## src/rtl/ps2_pkg.sv

```systemverilog
// Shared PS/2 definitions: host transmitter state encoding, frame layout and
// keyboard command bytes.
package ps2_pkg;

  localparam int unsigned FRAME_W = 11;

  typedef enum logic [2:0] {
    ST_IDLE,
    ST_INHIBIT,
    ST_RELEASE,
    ST_DATA,
    ST_ACK,
    ST_WAIT_IDLE
  } ps2_tx_state_e;

  // Bit 0 goes on the wire first.
  typedef struct packed {
    logic       stop_bit;
    logic       parity;
    logic [7:0] data;
    logic       start_bit;
  } ps2_frame_t;

  localparam logic [7:0] PS2_CMD_SET_LED = 8'hED;
  localparam logic [7:0] PS2_CMD_ENABLE  = 8'hF4;
  localparam logic [7:0] PS2_CMD_RESET   = 8'hFF;
  localparam logic [7:0] PS2_ACK_BYTE    = 8'hFA;

  function automatic ps2_frame_t make_frame(input logic [7:0] data);
    ps2_frame_t f;
    f.stop_bit  = 1'b1;
    f.parity    = ~^data;
    f.data      = data;
    f.start_bit = 1'b0;
    return f;
  endfunction

endpackage

```

## src/rtl/ps2_line_filter.sv

```systemverilog
// PS/2 line conditioning: 2-flop synchronizers on both lines, glitch filter
// on the clock line and a one-cycle strobe on each filtered falling edge.
module ps2_line_filter #(
  parameter int unsigned FILTER_LEN = 8
) (
  input  logic clk,
  input  logic rst_n,
  input  logic ps2c_in,
  input  logic ps2d_in,
  output logic ps2c_filt,
  output logic ps2d_sync,
  output logic ps2c_fall
);

  localparam int unsigned CNT_W = $clog2(FILTER_LEN + 1);

  logic             c_meta;
  logic             c_sync;
  logic             d_meta;
  logic [CNT_W-1:0] cnt_q;

  // Lines idle high, so the synchronizers and filter come out of reset at 1.
  always_ff @(posedge clk or negedge rst_n) begin
    if (!rst_n) begin
      c_meta    <= 1'b1;
      c_sync    <= 1'b1;
      d_meta    <= 1'b1;
      ps2d_sync <= 1'b1;
      ps2c_filt <= 1'b1;
      cnt_q     <= '0;
      ps2c_fall <= 1'b0;
    end else begin
      c_meta    <= ps2c_in;
      c_sync    <= c_meta;
      d_meta    <= ps2d_in;
      ps2d_sync <= d_meta;
      ps2c_fall <= 1'b0;
      if (c_sync != ps2c_filt) begin
        if (cnt_q == CNT_W'(FILTER_LEN - 1)) begin
          ps2c_filt <= c_sync;
          ps2c_fall <= ~c_sync;
          cnt_q     <= '0;
        end else begin
          cnt_q <= cnt_q + CNT_W'(1);
        end
      end else begin
        cnt_q <= '0;
      end
    end
  end

endmodule

```

## src/rtl/ps2_host_tx.sv

```systemverilog
// PS/2 host-to-device transmitter: request-to-send, 11-bit frame clocked out
// by the device, ACK check and per-edge timeout.
module ps2_host_tx
  import ps2_pkg::*;
#(
  parameter int unsigned INHIBIT_CYCLES = 12000,
  parameter int unsigned TIMEOUT_CYCLES = 2000000,
  parameter int unsigned FILTER_LEN     = 8
) (
  input  logic       CLK,
  input  logic       RST,
  input  logic       start,
  input  logic [7:0] tx_data,
  input  logic       ps2c_in,
  input  logic       ps2d_in,
  output logic       ps2c_drive_low,
  output logic       ps2d_drive_low,
  output logic       busy,
  output logic       done,
  output logic       err,
  output logic       rx_inhibit
);

  localparam int unsigned TMR_MAX = (INHIBIT_CYCLES > TIMEOUT_CYCLES) ? INHIBIT_CYCLES
                                                                      : TIMEOUT_CYCLES;
  localparam int unsigned TMR_W   = $clog2(TMR_MAX + 1);
  localparam int unsigned IDX_W   = $clog2(FRAME_W);

  logic ps2c_filt;
  logic ps2d_sync;
  logic ps2c_fall;

  ps2_line_filter #(.FILTER_LEN(FILTER_LEN)) u_line_filter (
    .clk       (CLK),
    .rst_n     (RST),
    .ps2c_in   (ps2c_in),
    .ps2d_in   (ps2d_in),
    .ps2c_filt (ps2c_filt),
    .ps2d_sync (ps2d_sync),
    .ps2c_fall (ps2c_fall)
  );

  ps2_tx_state_e    state_q, state_d;
  ps2_frame_t       frame_q, frame_d;
  logic [IDX_W-1:0] idx_q, idx_d;
  logic [TMR_W-1:0] tmr_q, tmr_d;
  logic             ack_err_q, ack_err_d;
  logic             c_low_d, d_low_d, busy_d, done_d, err_d;
  logic [FRAME_W-1:0] frame_bits;
  logic             in_frame;

  assign frame_bits = FRAME_W'(frame_q);
  assign in_frame   = (state_q == ST_RELEASE) || (state_q == ST_DATA) ||
                      (state_q == ST_ACK)     || (state_q == ST_WAIT_IDLE);

  always_ff @(posedge CLK or negedge RST) begin
    if (!RST) begin
      state_q        <= ST_IDLE;
      frame_q        <= '0;
      idx_q          <= '0;
      tmr_q          <= '0;
      ack_err_q      <= 1'b0;
      ps2c_drive_low <= 1'b0;
      ps2d_drive_low <= 1'b0;
      busy           <= 1'b0;
      done           <= 1'b0;
      err            <= 1'b0;
      rx_inhibit     <= 1'b0;
    end else begin
      state_q        <= state_d;
      frame_q        <= frame_d;
      idx_q          <= idx_d;
      tmr_q          <= tmr_d;
      ack_err_q      <= ack_err_d;
      ps2c_drive_low <= c_low_d;
      ps2d_drive_low <= d_low_d;
      busy           <= busy_d;
      done           <= done_d;
      err            <= err_d;
      rx_inhibit     <= busy_d;
    end
  end

  always_comb begin
    state_d   = state_q;
    frame_d   = frame_q;
    idx_d     = idx_q;
    ack_err_d = ack_err_q;
    tmr_d     = ps2c_fall ? '0 : tmr_q + TMR_W'(1);
    c_low_d   = 1'b0;
    d_low_d   = ps2d_drive_low;
    busy_d    = busy;
    done_d    = 1'b0;
    err_d     = 1'b0;

    unique case (state_q)
      ST_IDLE: begin
        busy_d  = 1'b0;
        d_low_d = 1'b0;
        tmr_d   = '0;
        idx_d   = '0;
        if (start) begin
          frame_d   = make_frame(tx_data);
          ack_err_d = 1'b0;
          state_d   = ST_INHIBIT;
          busy_d    = 1'b1;
          c_low_d   = 1'b1;
          d_low_d   = (INHIBIT_CYCLES == 1);
        end
      end
      // Start bit overlaps only the final inhibit cycle.
      ST_INHIBIT: begin
        c_low_d = 1'b1;
        if (tmr_q == TMR_W'(INHIBIT_CYCLES - 1)) begin
          state_d = ST_RELEASE;
          c_low_d = 1'b0;
          d_low_d = 1'b1;
          tmr_d   = '0;
          idx_d   = IDX_W'(1);
        end else begin
          tmr_d   = tmr_q + TMR_W'(1);
          d_low_d = ((tmr_q + TMR_W'(1)) == TMR_W'(INHIBIT_CYCLES - 1));
        end
      end
      ST_RELEASE: begin
        if (ps2c_fall) begin
          d_low_d = ~frame_bits[1];
          idx_d   = IDX_W'(2);
          state_d = ST_DATA;
        end
      end
      ST_DATA: begin
        if (ps2c_fall) begin
          d_low_d = ~frame_bits[idx_q];
          if (idx_q == IDX_W'(FRAME_W - 1)) state_d = ST_ACK;
          else                              idx_d   = idx_q + IDX_W'(1);
        end
      end
      ST_ACK: begin
        if (ps2c_fall) begin
          ack_err_d = ps2d_sync;
          state_d   = ST_WAIT_IDLE;
        end
      end
      ST_WAIT_IDLE: begin
        if (ps2c_filt && ps2d_sync) begin
          done_d  = 1'b1;
          err_d   = ack_err_q;
          busy_d  = 1'b0;
          state_d = ST_IDLE;
        end
      end
      default: state_d = ST_IDLE;
    endcase

    // A fall restarts the edge timer, so it never coincides with a timeout.
    if (in_frame && !ps2c_fall && !done_d && (tmr_q == TMR_W'(TIMEOUT_CYCLES - 1))) begin
      state_d = ST_IDLE;
      c_low_d = 1'b0;
      d_low_d = 1'b0;
      done_d  = 1'b1;
      err_d   = 1'b1;
      busy_d  = 1'b0;
      tmr_d   = '0;
    end
  end

endmodule

```

## config.mk

```make
export PLATFORM = sky130hd
export DESIGN_NAME = ps2_host_tx
export DESIGN_NICKNAME = d
export VERILOG_FILES = /design/src/rtl/ps2_pkg.sv /design/src/rtl/ps2_line_filter.sv /design/src/rtl/ps2_host_tx.sv
export SDC_FILE = /design/constraint.sdc
export NUM_CORES = 1
export LEC_CHECK = 0
export BUFFER_PORTS_ARGS = -buffer_cell sky130_fd_sc_hd__clkbuf_2
export CAP_MARGIN = 15
export CORE_ASPECT_RATIO = 0.6
export CORE_MARGIN = 4
export CORE_UTILIZATION = 60
export CTS_CLUSTER_DIAMETER = 50
export CTS_CLUSTER_SIZE = 8
export DETAILED_ROUTE_END_ITERATION = 10
export GPL_TIMING_DRIVEN = 0
export MAX_ROUTING_LAYER = met4
export PLACE_DENSITY = 0.85
export SETUP_SLACK_MARGIN = 0.3
export SYNTH_ARGS = -nofsm -noshare
export SYNTH_HDL_FRONTEND = slang
export SYNTH_SLANG_ARGS = --single-unit
```

## constraint.sdc

```tcl
create_clock -name CLK -period 3.2 [get_ports CLK]
set_clock_uncertainty 0.2 [all_clocks]
set_input_delay 0.32 -clock CLK [delete_from_list [all_inputs] [get_ports CLK]]
set_output_delay 0.32 -clock CLK [all_outputs]
set_load 0.005 [all_outputs]
```

==> impl_summary.log <==
INFO  metric wire_length_of_the_first_global_routing_pass = between 10000 and 15000 um
INFO  metric synth-seq-area-share = 44.4%
INFO  metric final.setup.tns = 0 ns
INFO  metric tritoncts = yes
INFO  metric number_of_violations_of_the_max_capacitance_limit = 0
INFO  metric max_slew_margin = 64.5%
INFO  metric critical_path.max_fanout = 10
INFO  metric layout.cell_area.non_filler = 3370 um^2
INFO  metric detailed_place_hpwl = between 4000 and 5000 um
INFO  metric fp.dieArea = 6340 um^2
INFO  metric cts.sinks = 54
INFO  metric final_critical_path_setup_slack = 0.497 ns
INFO  metric drt-initial-drc-count = 255
INFO  metric comb_power_share = under 10%
INFO  metric timing_worst_slew_pin_value = 0.532 ns
INFO  metric post_dp_cell_area = 3240 um^2
INFO  metric area.growth.synth_to_final = 10.4%
INFO  metric start_util = 64.6%
INFO  metric clockPowerShare = about a third
INFO  metric yosysWarningCount = 0
INFO  metric drt-wirelength-per-cell = around 15 um
INFO  metric synth_ff_type = sky130_fd_sc_hd__dfrtp_1
INFO  metric cts_htree_levels = 2
INFO  metric rsz0062_at_grt = false
INFO  metric ys_async_sr_fraction = 100%
INFO  metric largest_net_degree_at_the_start_of_global_routing = 36
INFO  metric synth_cell_type_count = 54
INFO  metric min_period_over_period = 84.5%
INFO  metric min-delay-path-class = input port to flop
INFO  metric fin_hold_ws = between 0.03 and 0.04 ns
INFO  metric crit_required = 3.20 ns
INFO  metric power_switching = 0.271 mW
INFO  metric io-pin-count = 19
INFO  metric layout_common_cells = sky130_fd_sc_hd__nand2_1, sky130_fd_sc_hd__dfrtp_1, sky130_fd_sc_hd__nor2_1
INFO  metric maxClockFrequency = 370 MHz
INFO  metric grt.total_usage = between 20% and 30%
INFO  metric synthesis.area_per_instance = about 9.4 um^2
INFO  metric antenna_found_initial = 0
INFO  metric sw_share = ~23%
INFO  metric p_leak = around 1.5 nW
INFO  metric routed_wirelength = 6340 um
INFO  metric timing.final.hold_violations = 0
INFO  metric cts_buffers = 5
INFO  metric post-route-min-period = around 2.7 ns
INFO  metric global_route.overflow_total = 0
INFO  metric viasPerCell = ~5.7
INFO  metric vias_in_the_first_global_route = 2184
INFO  metric buffer_ports.inserted = 18
INFO  metric critPathCaptureType = flop
INFO  metric power_density = 356 nW/um^2
INFO  metric netlist_instances = 325
INFO  metric power.sequential.fraction = 60.6%
INFO  metric insertion_delay = between 0.3 and 0.4 ns
INFO  metric num_antenna_cells = 0
INFO  metric fraction_of_layout_instances_using_a_drive_strength_above_1 = 17.2%
INFO  metric setup.worst_path.start_class = flop
INFO  metric ant_nets = 0
INFO  metric synth_edf_count = 0
INFO  metric netlist_area = 3060 um^2
INFO  metric final-max-slew-violation-count = 0
INFO  metric clock_path_buffers = 2
INFO  metric core_outline_area = approximately 4700 um^2
INFO  metric fp-row-count = 19
INFO  metric die_h = 63.3 um
INFO  metric drcViolationCount = 0
INFO  metric cp_data_arrival_time = around 2.7 ns
INFO  metric final_common_cell = sky130_fd_sc_hd__nand2_1
INFO  metric worst_setup_hold_path_clk_slew = 0.09 ns
INFO  metric die_x = 100 um
INFO  metric total_power = 1.20 mW
INFO  metric run_status = finished clean
INFO  metric cts_root_buffer_type = sky130_fd_sc_hd__clkbuf_8
INFO  metric gp_congestion = 0.911
INFO  metric setup-violations-final = 0
INFO  metric power.ir.vdd_worst = 270 uV
INFO  metric power_report.internal_total = 0.931 mW
INFO  metric yosys_register_bits = 54
INFO  metric total_nets_after_synthesis = about 340
INFO  metric firstDrtPassIters = 5
INFO  metric placement.setup.worst_slack = 0.463 ns
INFO  metric nNetsFinal = roughly 370
INFO  metric crit_type = flop to flop
INFO  metric via_count = 2402
-- path summary, 6_finish.rpt --
path	end	cells after the start	startpoint	slack, ns
min in group asynchronous	tmr_q[18]$_DFF_PN0_	2	RST	0.31
max in group asynchronous	tmr_q[3]$_DFF_PN0_	3	RST	1.93
max reg2reg	tmr_q[15]$_DFF_PN0_	9	tmr_q[1]$_DFF_PN0_	0.50
min reg2reg	u_line_filter.ps2d_sync$_DFF_PN1_	0	u_line_filter.d_meta$_DFF_PN1_	0.15
max	tmr_q[15]$_DFF_PN0_	9	tmr_q[1]$_DFF_PN0_	0.50
min	frame_bits[1]$_DFFE_PN0P_	3	tx_data[0]	0.04
-- cells in the mapped netlist, drive strengths merged, types with 5 or more instances --
cell type  number  area (um^2)
clkbuf          5         20.0
a21oi           6         30.0
xnor2          21          184
dfrtp          49         1230
dfstp           5          131
nand4           9         56.3
nand3          12         60.1
o21ai           9         45.0
mux2i           5         50.1
inv             9         33.8
buf            12         87.6
nand2b          6         37.5
nor3            8         56.3
nor2           37          139
ha              5         62.6
xor2           13          114
nand2          54          203
-- timing repair --
item                       4_1_cts  5_1_grt
setup endpoints to repair        0       20
setup buffers                    0        0
hold endpoints to repair        16        0
resized for setup                0        3
hold buffers                     3        0
-- cell families after synthesis --
| logic type | after synthesis | share of synthesized area [%] |
|---|---|---|
| AND/OR/NAND/NOR | 156 | 25.7 |
| flip-flops | 54 | 44.4 |
| AO/OA/AOI/OAI | 39 | 8.64 |
| XOR/XNOR | 34 | 9.75 |
| buffers and inverters | 26 | 4.63 |
| multiplexers | 11 | 4.83 |
| adder cells (fa/ha/maj) | 5 | 2.05 |
-- power by group through the flow --
stage	Clock (mW)	Sequential [mW]	Combinational, mW
after floorplan	0	0.738	0.0543
after global placement	0	0.740	0.0825
after detailed placement	0	0.742	0.0868
after CTS	0.399	0.729	0.0902
after global routing	0.419	0.733	0.101
final	0.385	0.729	0.0880
-- metrics by stage --
stage	cells	utilization, %
after floorplan	325	-
after global placement	406	68.2
after detailed placement	407	68.6
after CTS	418	71.1
after global routing	418	71.3
final	418	71.3
-- critical path, cell delays in order, from the launching register on --
cell and delay (ns):
sky130_fd_sc_hd__dfrtp_1 0.42, sky130_fd_sc_hd__ha_2 0.24, sky130_fd_sc_hd__and4_1 0.18, sky130_fd_sc_hd__buf_2 0.17, sky130_fd_sc_hd__nand2_1 0.15, sky130_fd_sc_hd__or4_1 0.54, sky130_fd_sc_hd__clkbuf_1 0.20, sky130_fd_sc_hd__nand2_1 0.17
sky130_fd_sc_hd__buf_2 0.23, sky130_fd_sc_hd__nor2_1 0.07
-- state kept, by name, indices dropped and copies added, names as in the netlist, 3 cells and up --
| signal | cells |
|---|---|
| state_q | 3 |
| u_line_filter.cnt_q | 4 |
| tmr_q | 21 |
| frame_bits | 10 |
| idx_q | 4 |
-- layer usage --
layer	share of wire, %	up-vias	track usage, %
li1	-	1168	-
met1	51	1133	34.9
met2	41	93	28.7
met3	7.7	8	4.41
met4	0.84	0	4.20
met5	0	-	-
-- area by class of cell --
| class | instances | area [um^2] |
|---|---|---|
| well taps | 63 | 78.8 |
| plain buffers | 17 | 110 |
| flip-flops and latches | 54 | 1360 |
| repair buffers | 22 | 140 |
| fillers | 337 | 1360 |
| inverters | 9 | 33.8 |
| clock inverters | 1 | 5.00 |
| clock buffers | 7 | 86.3 |
| multi-input cells | 245 | 1560 |
(Power assumes the default switching activity.)
